[src/rtl/exception_ctrl_pkg.sv]
// Shared types for the commit-point exception controller: ExcCode values,
// the request-bit to ExcCode priority table and the controller state encoding.
package exc_pkg;

  typedef logic [4:0] exc_code_t;

  localparam exc_code_t CODE_INT  = 5'h00;
  localparam exc_code_t CODE_ADEL = 5'h04;
  localparam exc_code_t CODE_ADES = 5'h05;
  localparam exc_code_t CODE_SYS  = 5'h08;
  localparam exc_code_t CODE_BP   = 5'h09;
  localparam exc_code_t CODE_RI   = 5'h0A;
  localparam exc_code_t CODE_CPU  = 5'h0B;
  localparam exc_code_t CODE_OV   = 5'h0C;
  localparam exc_code_t CODE_TR   = 5'h0D;

  // Request bit index -> ExcCode. Index 0 is the highest priority; fetch-side
  // address errors come first, data-side address errors last.
  function automatic exc_code_t exc_code_of(input int idx);
    exc_code_t code;
    case (idx)
      0:       code = CODE_ADEL;
      1:       code = CODE_RI;
      2:       code = CODE_CPU;
      3:       code = CODE_SYS;
      4:       code = CODE_BP;
      5:       code = CODE_OV;
      6:       code = CODE_ADEL;
      7:       code = CODE_ADES;
      default: code = CODE_TR;
    endcase
    return code;
  endfunction

  function automatic logic is_addr_err(input exc_code_t code);
    return (code == CODE_ADEL) || (code == CODE_ADES);
  endfunction

  typedef enum logic {
    IDLE     = 1'b0,
    REDIRECT = 1'b1
  } exc_state_t;

endpackage

[src/rtl/exception_ctrl_irq_sync.sv]
// Multi-bit level synchroniser for asynchronous interrupt lines.
// STAGES flops deep; cleared asynchronously by rst_n.
module irq_sync #(
  parameter int WIDTH  = 1,
  parameter int STAGES = 2
) (
  input  logic             clk,
  input  logic             rst_n,
  input  logic [WIDTH-1:0] d,
  output logic [WIDTH-1:0] q
);

  logic [WIDTH-1:0] sync_q [STAGES];
  logic [WIDTH-1:0] sync_d [STAGES];

  always_comb begin
    sync_d[0] = d;
    for (int s = 1; s < STAGES; s++) begin
      sync_d[s] = sync_q[s-1];
    end
  end

  always_ff @(posedge clk or negedge rst_n) begin
    if (!rst_n) begin
      for (int s = 0; s < STAGES; s++) begin
        sync_q[s] <= '0;
      end
    end else begin
      for (int s = 0; s < STAGES; s++) begin
        sync_q[s] <= sync_d[s];
      end
    end
  end

  assign q = sync_q[STAGES-1];

endmodule

[src/rtl/exception_ctrl.sv]
// Commit-point exception/interrupt controller: prioritises interrupts, exceptions and ERET,
// emits registered CP0 update pulses one cycle after the decision and holds a redirect until fetch accepts it.
module exception_ctrl
  import exc_pkg::*;
#(
  parameter int          N_HWINT     = 6,
  parameter int          N_EXC       = 8,
  parameter int          SYNC_STAGES = 2,
  parameter logic [31:0] VEC_BEV     = 32'hBFC0_0380,
  parameter logic [31:0] VEC_NORM    = 32'h8000_0180
) (
  input  logic               clk,
  input  logic               resetn,
  input  logic [N_HWINT-1:0] hw_int,
  input  logic [1:0]         sw_int,
  input  logic               status_ie,
  input  logic               status_exl,
  input  logic               status_erl,
  input  logic               status_bev,
  input  logic [7:0]         status_im,
  input  logic               commit_valid,
  output logic               commit_ready,
  input  logic [31:0]        commit_pc,
  input  logic               commit_in_ds,
  input  logic [N_EXC-1:0]   commit_exc,
  input  logic [31:0]        commit_badvaddr,
  input  logic               commit_eret,
  input  logic [31:0]        epc,
  output logic [7:0]         ip_pending,
  output logic               cp0_exc_we,
  output logic               cp0_epc_we,
  output logic               cp0_bva_we,
  output logic               cp0_eret,
  output logic [4:0]         cp0_exccode,
  output logic               cp0_bd,
  output logic [31:0]        cp0_epc,
  output logic [31:0]        cp0_badvaddr,
  output logic               flush,
  output logic               redirect_valid,
  input  logic               redirect_ready,
  output logic [31:0]        redirect_pc
);

  logic [N_HWINT-1:0] hw_sync;

  irq_sync #(
    .WIDTH (N_HWINT),
    .STAGES(SYNC_STAGES)
  ) u_irq_sync (
    .clk  (clk),
    .rst_n(resetn),
    .d    (hw_int),
    .q    (hw_sync)
  );

  always_comb begin
    ip_pending                  = '0;
    ip_pending[1:0]             = sw_int;
    ip_pending[2 +: N_HWINT]    = hw_sync;
  end

  logic int_req;
  assign int_req = (|(ip_pending & status_im)) & status_ie & ~status_exl & ~status_erl;

  // Lowest set request index wins: scan from the top so lower indices overwrite.
  logic      exc_any;
  exc_code_t exc_sel;
  always_comb begin
    exc_sel = CODE_INT;
    for (int i = N_EXC - 1; i >= 0; i--) begin
      if (commit_exc[i]) begin
        exc_sel = exc_code_of(i);
      end
    end
  end
  assign exc_any = |commit_exc;

  exc_state_t  state_q, state_d;
  logic        ready_q, ready_d;
  logic        exc_we_q, exc_we_d;
  logic        epc_we_q, epc_we_d;
  logic        bva_we_q, bva_we_d;
  logic        eret_q, eret_d;
  logic        flush_q, flush_d;
  logic        rvld_q, rvld_d;
  exc_code_t   code_q, code_d;
  logic        bd_q, bd_d;
  logic [31:0] epc_val_q, epc_val_d;
  logic [31:0] bva_q, bva_d;
  logic [31:0] rpc_q, rpc_d;
  exc_code_t   take_code;

  always_comb begin
    state_d   = state_q;
    exc_we_d  = 1'b0;
    epc_we_d  = 1'b0;
    bva_we_d  = 1'b0;
    eret_d    = 1'b0;
    flush_d   = 1'b0;
    rvld_d    = rvld_q;
    code_d    = code_q;
    bd_d      = bd_q;
    epc_val_d = epc_val_q;
    bva_d     = bva_q;
    rpc_d     = rpc_q;
    take_code = int_req ? CODE_INT : exc_sel;

    case (state_q)
      IDLE: begin
        // ready_q stays low for the first cycle after reset release.
        if (ready_q && commit_valid && (int_req || exc_any || commit_eret)) begin
          state_d = REDIRECT;
          flush_d = 1'b1;
          rvld_d  = 1'b1;
          if (int_req || exc_any) begin
            exc_we_d  = 1'b1;
            epc_we_d  = ~status_exl;
            code_d    = take_code;
            bd_d      = commit_in_ds;
            epc_val_d = commit_in_ds ? (commit_pc - 32'd4) : commit_pc;
            rpc_d     = status_bev ? VEC_BEV : VEC_NORM;
            if (!int_req && is_addr_err(take_code)) begin
              bva_we_d = 1'b1;
              bva_d    = commit_badvaddr;
            end
          end else begin
            eret_d = 1'b1;
            rpc_d  = epc;
          end
        end
      end
      REDIRECT: begin
        if (redirect_ready) begin
          state_d = IDLE;
          rvld_d  = 1'b0;
        end
      end
      default: begin
        state_d = IDLE;
        rvld_d  = 1'b0;
      end
    endcase

    ready_d = (state_d == IDLE);
  end

  always_ff @(posedge clk or negedge resetn) begin
    if (!resetn) begin
      state_q   <= IDLE;
      ready_q   <= 1'b0;
      exc_we_q  <= 1'b0;
      epc_we_q  <= 1'b0;
      bva_we_q  <= 1'b0;
      eret_q    <= 1'b0;
      flush_q   <= 1'b0;
      rvld_q    <= 1'b0;
      code_q    <= CODE_INT;
      bd_q      <= 1'b0;
      epc_val_q <= '0;
      bva_q     <= '0;
      rpc_q     <= '0;
    end else begin
      state_q   <= state_d;
      ready_q   <= ready_d;
      exc_we_q  <= exc_we_d;
      epc_we_q  <= epc_we_d;
      bva_we_q  <= bva_we_d;
      eret_q    <= eret_d;
      flush_q   <= flush_d;
      rvld_q    <= rvld_d;
      code_q    <= code_d;
      bd_q      <= bd_d;
      epc_val_q <= epc_val_d;
      bva_q     <= bva_d;
      rpc_q     <= rpc_d;
    end
  end

  assign commit_ready   = ready_q;
  assign cp0_exc_we     = exc_we_q;
  assign cp0_epc_we     = epc_we_q;
  assign cp0_bva_we     = bva_we_q;
  assign cp0_eret       = eret_q;
  assign cp0_exccode    = code_q;
  assign cp0_bd         = bd_q;
  assign cp0_epc        = epc_val_q;
  assign cp0_badvaddr   = bva_q;
  assign flush          = flush_q;
  assign redirect_valid = rvld_q;
  assign redirect_pc    = rpc_q;

endmodule
[config.mk]
export PLATFORM = sky130hd
export DESIGN_NAME = exception_ctrl
export DESIGN_NICKNAME = d
export VERILOG_FILES = /design/src/rtl/exception_ctrl_pkg.sv /design/src/rtl/exception_ctrl_irq_sync.sv /design/src/rtl/exception_ctrl.sv
export SDC_FILE = /design/constraint.sdc
export NUM_CORES = 1
export LEC_CHECK = 0
export CORE_MARGIN = 3
export CORE_UTILIZATION = 41
export CTS_BUF_LIST = sky130_fd_sc_hd__clkbuf_16
export DETAILED_ROUTE_END_ITERATION = 8
export PLACE_DENSITY = 0.86
export SYNTH_ARGS = -nofsm -noshare
export SYNTH_HDL_FRONTEND = slang
export SYNTH_SLANG_ARGS = --single-unit
[constraint.sdc]
create_clock -name clk -period 2.4 [get_ports clk]
set_input_delay 0.36 -clock clk [delete_from_list [all_inputs] [get_ports clk]]
set_output_delay 0.36 -clock clk [all_outputs]
set_load 0.1 [all_outputs]
## Word-level counts from Yosys, hierarchy flattened

Cells that the tools add are included.

| word-level totals | value |
|---|---|
| register bits after elaboration | 122 |
| bits in writable memories | 0 |
| memories | 0 |
| logic and storage cells | 73 |
| output and inout port bits | 117 |
| input bits | 130 |
| latch bits | 0 |
| memory bits (read-only) | 0 |

| cells by class | value |
|---|---|
| add/sub/neg operators | 1 |
| reductions and logical operators | 13 |
| magnitude comparators | 0 |
| equality and inequality tests | 4 |
| shifts and indexed selects | 0 |
| divide/modulo/power cells | 0 |
| $mul | 0 |
| bitwise logic cells | 8 |
| mux-type cells | 32 |

Operator list:

| kind | number |
|---|---|
| two-way mux 32 bit | 2 |
| two-way mux 5 bit | 8 |
| subtractor 32 x 3 -> 32 bit (second input constant) | 1 |
| two-way mux 30 bit | 1 |
| two-way mux 1 bit | 18 |
| OR reduction 8 bit | 2 |
| equality test 5 x 3 -> 1 bit (second input constant) | 2 |
| AND 8 bit | 1 |
| != test 2 bit (second input constant) | 2 |
| NOT 1 bit | 4 |
| case mux 1 bit (2 select lines) | 2 |
| AND reduction 2 bit | 2 |
| AND reduction 4 bit | 1 |
| AND 1 bit | 3 |
| logical AND 1 bit | 3 |
| logical OR 1 bit | 3 |
| two-way mux 3 bit | 1 |
| AND reduction 3 bit | 1 |
| logical NOT 1 bit | 1 |

## Depth between registers and ports, before layout

| depth | value |
|---|---|
| depth after elaboration | 16 |
| gate-level depth with buffers | 8 |
| gate-level depth less buffers | 7 |

## Hierarchy

A second synthesis with hierarchy kept.

| unflattened totals | value |
|---|---|
| cell total of the unflattened synthesis | 373 |
| area, all modules | 5271.3 µm² |

Modules (own cells, without submodules):

| module | instances | area each (µm²) | cells each | seq. area each (µm²) |
|---|---|---|---|---|
| exception_ctrl | 1 | 4971.0 | 361 | 2727.6 |
| irq_sync | 1 | 300.3 | 12 | 300.3 |

## Worst setup path before layout

OpenSTA, ideal clock, no wires.

| timing | value |
|---|---|
| path kind | register to register |
| start | reg u_irq_sync.sync_q, in the netlist u_irq_sync.q[0] |
| end | reg bva_q[0], in the netlist cp0_badvaddr[0] |
| setup time | 125 ps |
| cell stages (with the launch flop) | 7 |
| path buffers | 1 |
| data arrival time | 2269 ps |
| period minus slack after synthesis | 2394 ps |
| path slack | 6 ps |
| data required time | 2275 ps |
| cells stage by stage | dfrtp_1 a22oi_1 nand4_1 and2_1 nor3_2 buf_4 mux2_2 |

| between the ends | value |
|---|---|
| word-level cells in the longest chain between the ends | 10 |
| elaborated cells between the ends (all ways) | 15 |
| classes of those cells | eq/ne: 2; mux: 1; bitwise: 4; reduce/logical: 8 |

Ends and longest elaborated chain:

| what | RTL line | RTL |
|---|---|---|
| start, declared | exception_ctrl_irq_sync.sv:13 | `logic [WIDTH-1:0] sync_q [STAGES];` |
| start signal, assigned by index | exception_ctrl_irq_sync.sv:30 | `sync_q[s] <= sync_d[s];` |
| AND 8 bit * | exception_ctrl.sv:63 | `assign int_req = (\|(ip_pending & status_im)) & status_ie & ~status_exl & ~status_erl;` |
| OR reduction 8 bit * | exception_ctrl.sv:63 |  |
| AND 1 bit * (3 in series) | exception_ctrl.sv:63 |  |
| two-way mux 5 bit | exception_ctrl.sv:106 | `take_code = int_req ? CODE_INT : exc_sel;` |
| equality test 5 x 3 -> 1 bit | exception_ctrl_pkg.sv:36 | `return (code == CODE_ADEL) \|\| (code == CODE_ADES);` |
| logical OR 1 bit | exception_ctrl_pkg.sv:36 |  |
| logical AND 1 bit | exception_ctrl.sv:122 | `if (!int_req && is_addr_err(take_code)) begin` |
| AND reduction 4 bit (no line) * | -- |  |
| end signal, assigned | exception_ctrl.sv:174 | `bva_q <= bva_d;` |
| end, declared | exception_ctrl.sv:89 | `logic [31:0] bva_q, bva_d;` |

Mark *: on every way between the ends. The rest lies on a longest branch, timed or not.
A chain may end at the register's enable or synchronous reset.

## Final worst setup path

| timing | value |
|---|---|
| start | in commit_pc[2] |
| end | reg epc_val_q[16], in the netlist cp0_epc[16] |

| between the ends | value |
|---|---|
| word-level cells in the longest chain between the ends | 2 |

Ends and longest elaborated chain:

| what | RTL line | RTL |
|---|---|---|
| start, declared | exception_ctrl.sv:23 | `input logic [31:0] commit_pc,` |
| subtractor 32 x 3 -> 32 bit | exception_ctrl.sv:120 | `epc_val_d = commit_in_ds ? (commit_pc - 32'd4) : commit_pc;` |
| two-way mux 32 bit | exception_ctrl.sv:120 |  |
| end signal, assigned | exception_ctrl.sv:173 | `epc_val_q <= epc_val_d;` |
| end, declared | exception_ctrl.sv:88 | `logic [31:0] epc_val_q, epc_val_d;` |

No other way between the ends.

==> run_results.csv <==
group,metric,value,unit
run_status,status,"completed",
setup_path,critPathCaptureType,"flip-flop",
die,die_w,117,um
setup_path,path_max_fanout,10,
setup_path,crit_family,"simple AND/OR/NAND/NOR gates",
die,boundaryPins,247,
clock_network,clk_pin_slew,0.05,ns
hold_path,hold_start,"u_irq_sync.sync_d[3]",
synthesis,yosys_warnings,0,
setup_path,cp_slowest_cell,"clkdlybuf4s50_1",
setup_path,rr_worst_depth,6,
synthesis,synthesis.area,5090,um2
timing,fin_skew,0.00596,ns
die,dieArea,13800,um2
timing,setup_viol,0,
global_routing,grtUsageTotal,21.9,%
die,die-height,117,um
clock_network,insertion_delay,0.40,ns
hold_path,min_to,"u_irq_sync.q[3]",
synthesis,postSynthAreaPerCell,12.9,um2
clock_network,cts_buffers,17,
setup_path,crit_chain,"clkdlybuf4s50_1 -> inv_1 -> ha_1 -> and3b_1 -> nand2_1 -> nor4_1 -> xnor2_1 -> o21ai_0",
synthesis,synthArstFlopShare,100,%
global_routing,busiest_layer,"met2",
placement,hpwl,11300,um
placement,place_inst,818,
clock_network,numClockSinks,121,
global_routing,grt_pass1_wl,24100,um
setup_path,r2r_end,"cp0_badvaddr[14]",
global_routing,met2_usage,39.1,%
detailed_routing,postRouteAntennaNets,0,
setup_path,arrival,2.34,ns
timing,max_freq,485,MHz
die,initial_utilization,42.2,%
clock_network,h-tree-depth,4,
finish,final_cell_mix,"145 x buf_4, 128 x clkdlybuf4s50_1, 121 x dfrtp_1, 40 x o21ai_0, 40 x mux2_2",
clock_network,cts_setup_buffers,0,
clock_network,cts_resized,0,
global_routing,grt_max_degree,55,
detailed_routing,dr.pass1.iters,6,
detailed_routing,drt-total-wl,14700,um
finish,nNetsFinal,801,
die,rows,40,
clock_network,cts-root-buf,"clkbuf_16",
synthesis,synthCells,394,
placement,io_buffers,245,
detailed_routing,drt_iter0_markers,302,
finish,antenna_cells,0,
synthesis,yosysSeqAreaShare,59.5,%
timing,hold_violations,0,
synthesis,ys_types,50,
global_routing,first_global_vias,4565,
setup_path,r2r-start,"u_irq_sync.q[0]",
timing,worst_slew_pin_slew,0.576,ns
synthesis,synthFlopType,"dfrtp_1",
finish,finalNonFillerCells,849,
timing,finalMaxSlewViolations,0,
clock_network,cts_tree,"built",
synthesis,yosys.area.top_type_share,59.5,%
detailed_routing,drc,0,
synthesis,synth_seq_cells,121,
synthesis,synth.net_count,525,
setup_path,crit_buf_inv,2,
timing,finalCritPeriodShare,86.0,%
detailed_routing,wire_per_inst,17.4,um
synthesis,synth_area_leaders,"dfrtp_1 60%, mux2_2 8.9%, o21ai_0 3.9%, a22o_1 3.8%, xnor2_1 3.8%",
run,maxCapViolCount,0,
timing,fin_crit,2.06,ns
placement,gp_congestion,0.786,
finish,fillers,873,
finish,drive_gt1_share,33.6,%
detailed_routing,vias,4303,
hold_path,whs_path_depth,0,
global_routing,met1_usage,25.4,%
finish,final_util,67.8,%
global_routing,gr-usage-met3,5.93,%
timing,slew-limit-headroom,61.5,%
setup_path,cpPeakStageDelay,0.53,ns
clock_network,clockBufferDepth,2,
setup_path,r2r_setup_slack,0.46,ns
hold_path,min_path_type,"flip-flop to flip-flop",
die,core_area,12100,um2
synthesis,synth-edff-count,0,
setup_path,crit_required,2.68,ns
global_routing,antenna_found_initial,0,
global_routing,grt_overflow,0,
setup_path,critPathLaunchType,"input port",
finish,mostFrequentLayoutCell,"buf_4",
detailed_routing,viasPerCell,5.07,
setup_path,path_class,"input port to flip-flop",
finish,syn2layout_area_growth,60.8,%
synthesis,synth.largest_area_cell,"dfrtp_1",
timing,rsz0062_at_grt,"no",
==> kinds of logic after synthesis <==
group,synth area share (%)
adder cells (fa/ha/maj),0.246
flip-flops,59.5
XOR/XNOR,4.65
AO/OA/AOI/OAI,12.3
multiplexers,10.4
AND/OR/NAND/NOR,8.68
other,0.0737
buffers and inverters,4.16
==> cell type report <==
class	instances	area (um2)	share of cell area (%)
inverter	13	48.8	0.597
clock inverter	13	131	1.61
multi-input combinational	238	1850	22.7
sequential	121	3030	37.0
clock buffer	17	425	5.20
tap	168	210	2.57
timing repair buffer	279	2480	30.3
==> cells in the mapped netlist, types with 2 or more instances <==
| library cell | n |
|---|---|
| o21ai_0 | 40 |
| clkbuf_1 | 4 |
| buf_6 | 4 |
| mux2_1 | 5 |
| a221o_1 | 9 |
| xor2_1 | 5 |
| nor2_1 | 9 |
| or3_1 | 4 |
| buf_2 | 6 |
| buf_4 | 7 |
| nand3_1 | 3 |
| inv_1 | 13 |
| or4_4 | 2 |
| nand2b_1 | 2 |
| nor4_1 | 8 |
| dfrtp_1 | 121 |
| mux2i_1 | 2 |
| mux2_2 | 40 |
| nand4_1 | 3 |
| nor3_1 | 17 |
| nand2_1 | 12 |
| a22oi_1 | 4 |
| a22o_1 | 22 |
| a21oi_1 | 3 |
| a2bb2oi_1 | 3 |
| xnor2_1 | 22 |
==> worst register-to-register path: stages (launching register included) <==
cell and delay (ns):
dfrtp_1 0.38, a22oi_1 0.20, nand4_1 0.20, and2_1 0.23, nor3_4 0.20, buf_12 0.23, mux2_2 0.38
==> through the flow <==
step | setup slack [ns] | TNS (ns) | hold slack, ns | instance area (um2)
3_5_place_dp | -0.0681 | -0.516 | 0.333 | 7610
3_3_place_gp | 0.0213 | 0 | 0.320 | 7610
2_1_floorplan | 0.00593 | 0 | 0.0644 | 5090
6_report | 0.336 | 0 | 0.346 | 8180
4_1_cts | 0.364 | 0 | 0.348 | 8180
5_1_grt | 0.181 | 0 | 0.354 | 8180
==> sequential cells by signal (all words and copies together) (netlist names) <==
name	count
redirect_pc	32
cp0_exccode	4
state_q	1
flush	1
cp0_bd	1
cp0_badvaddr	32
cp0_bva_we	1
cp0_exc_we	1
cp0_eret	1
cp0_epc_we	1
u_irq_sync.q	6
u_irq_sync.sync_d	6
cp0_epc	32
commit_ready	1
redirect_valid	1
==> worst max path at each step <==
stage	to	cells after the start	start
5_1_grt	cp0_epc[10]	8	commit_pc[2]
3_5_place_dp	cp0_epc[22]	9	commit_pc[2]
2_1_floorplan	cp0_badvaddr[0]	6	u_irq_sync.q[0]
4_1_cts	cp0_epc[16]	8	commit_pc[2]
3_3_place_gp	redirect_pc[25]	8	commit_exc[3]
6_report	cp0_epc[16]	8	commit_pc[2]
==> metal layers <==
metal | part of all wire [%] | wire [um] | vias to the layer above
li1 | - | - | 1982
met1 | 38 | 5580 | 2128
met2 | 54 | 7950 | 172
met3 | 6.5 | 953 | 21
met4 | 1.8 | 263 | 0
met5 | 0 | 0 | -
==> timing repair <==
item | CTS | global route
hold buffers | 1 | 0
setup endpoints to repair | 0 | 0
endpoints found under the hold margin | 30 | 0
Power is left out: the tool's default activity adds up to more than one toggle a clock period on the data nets, which glitch-free logic cannot reach.
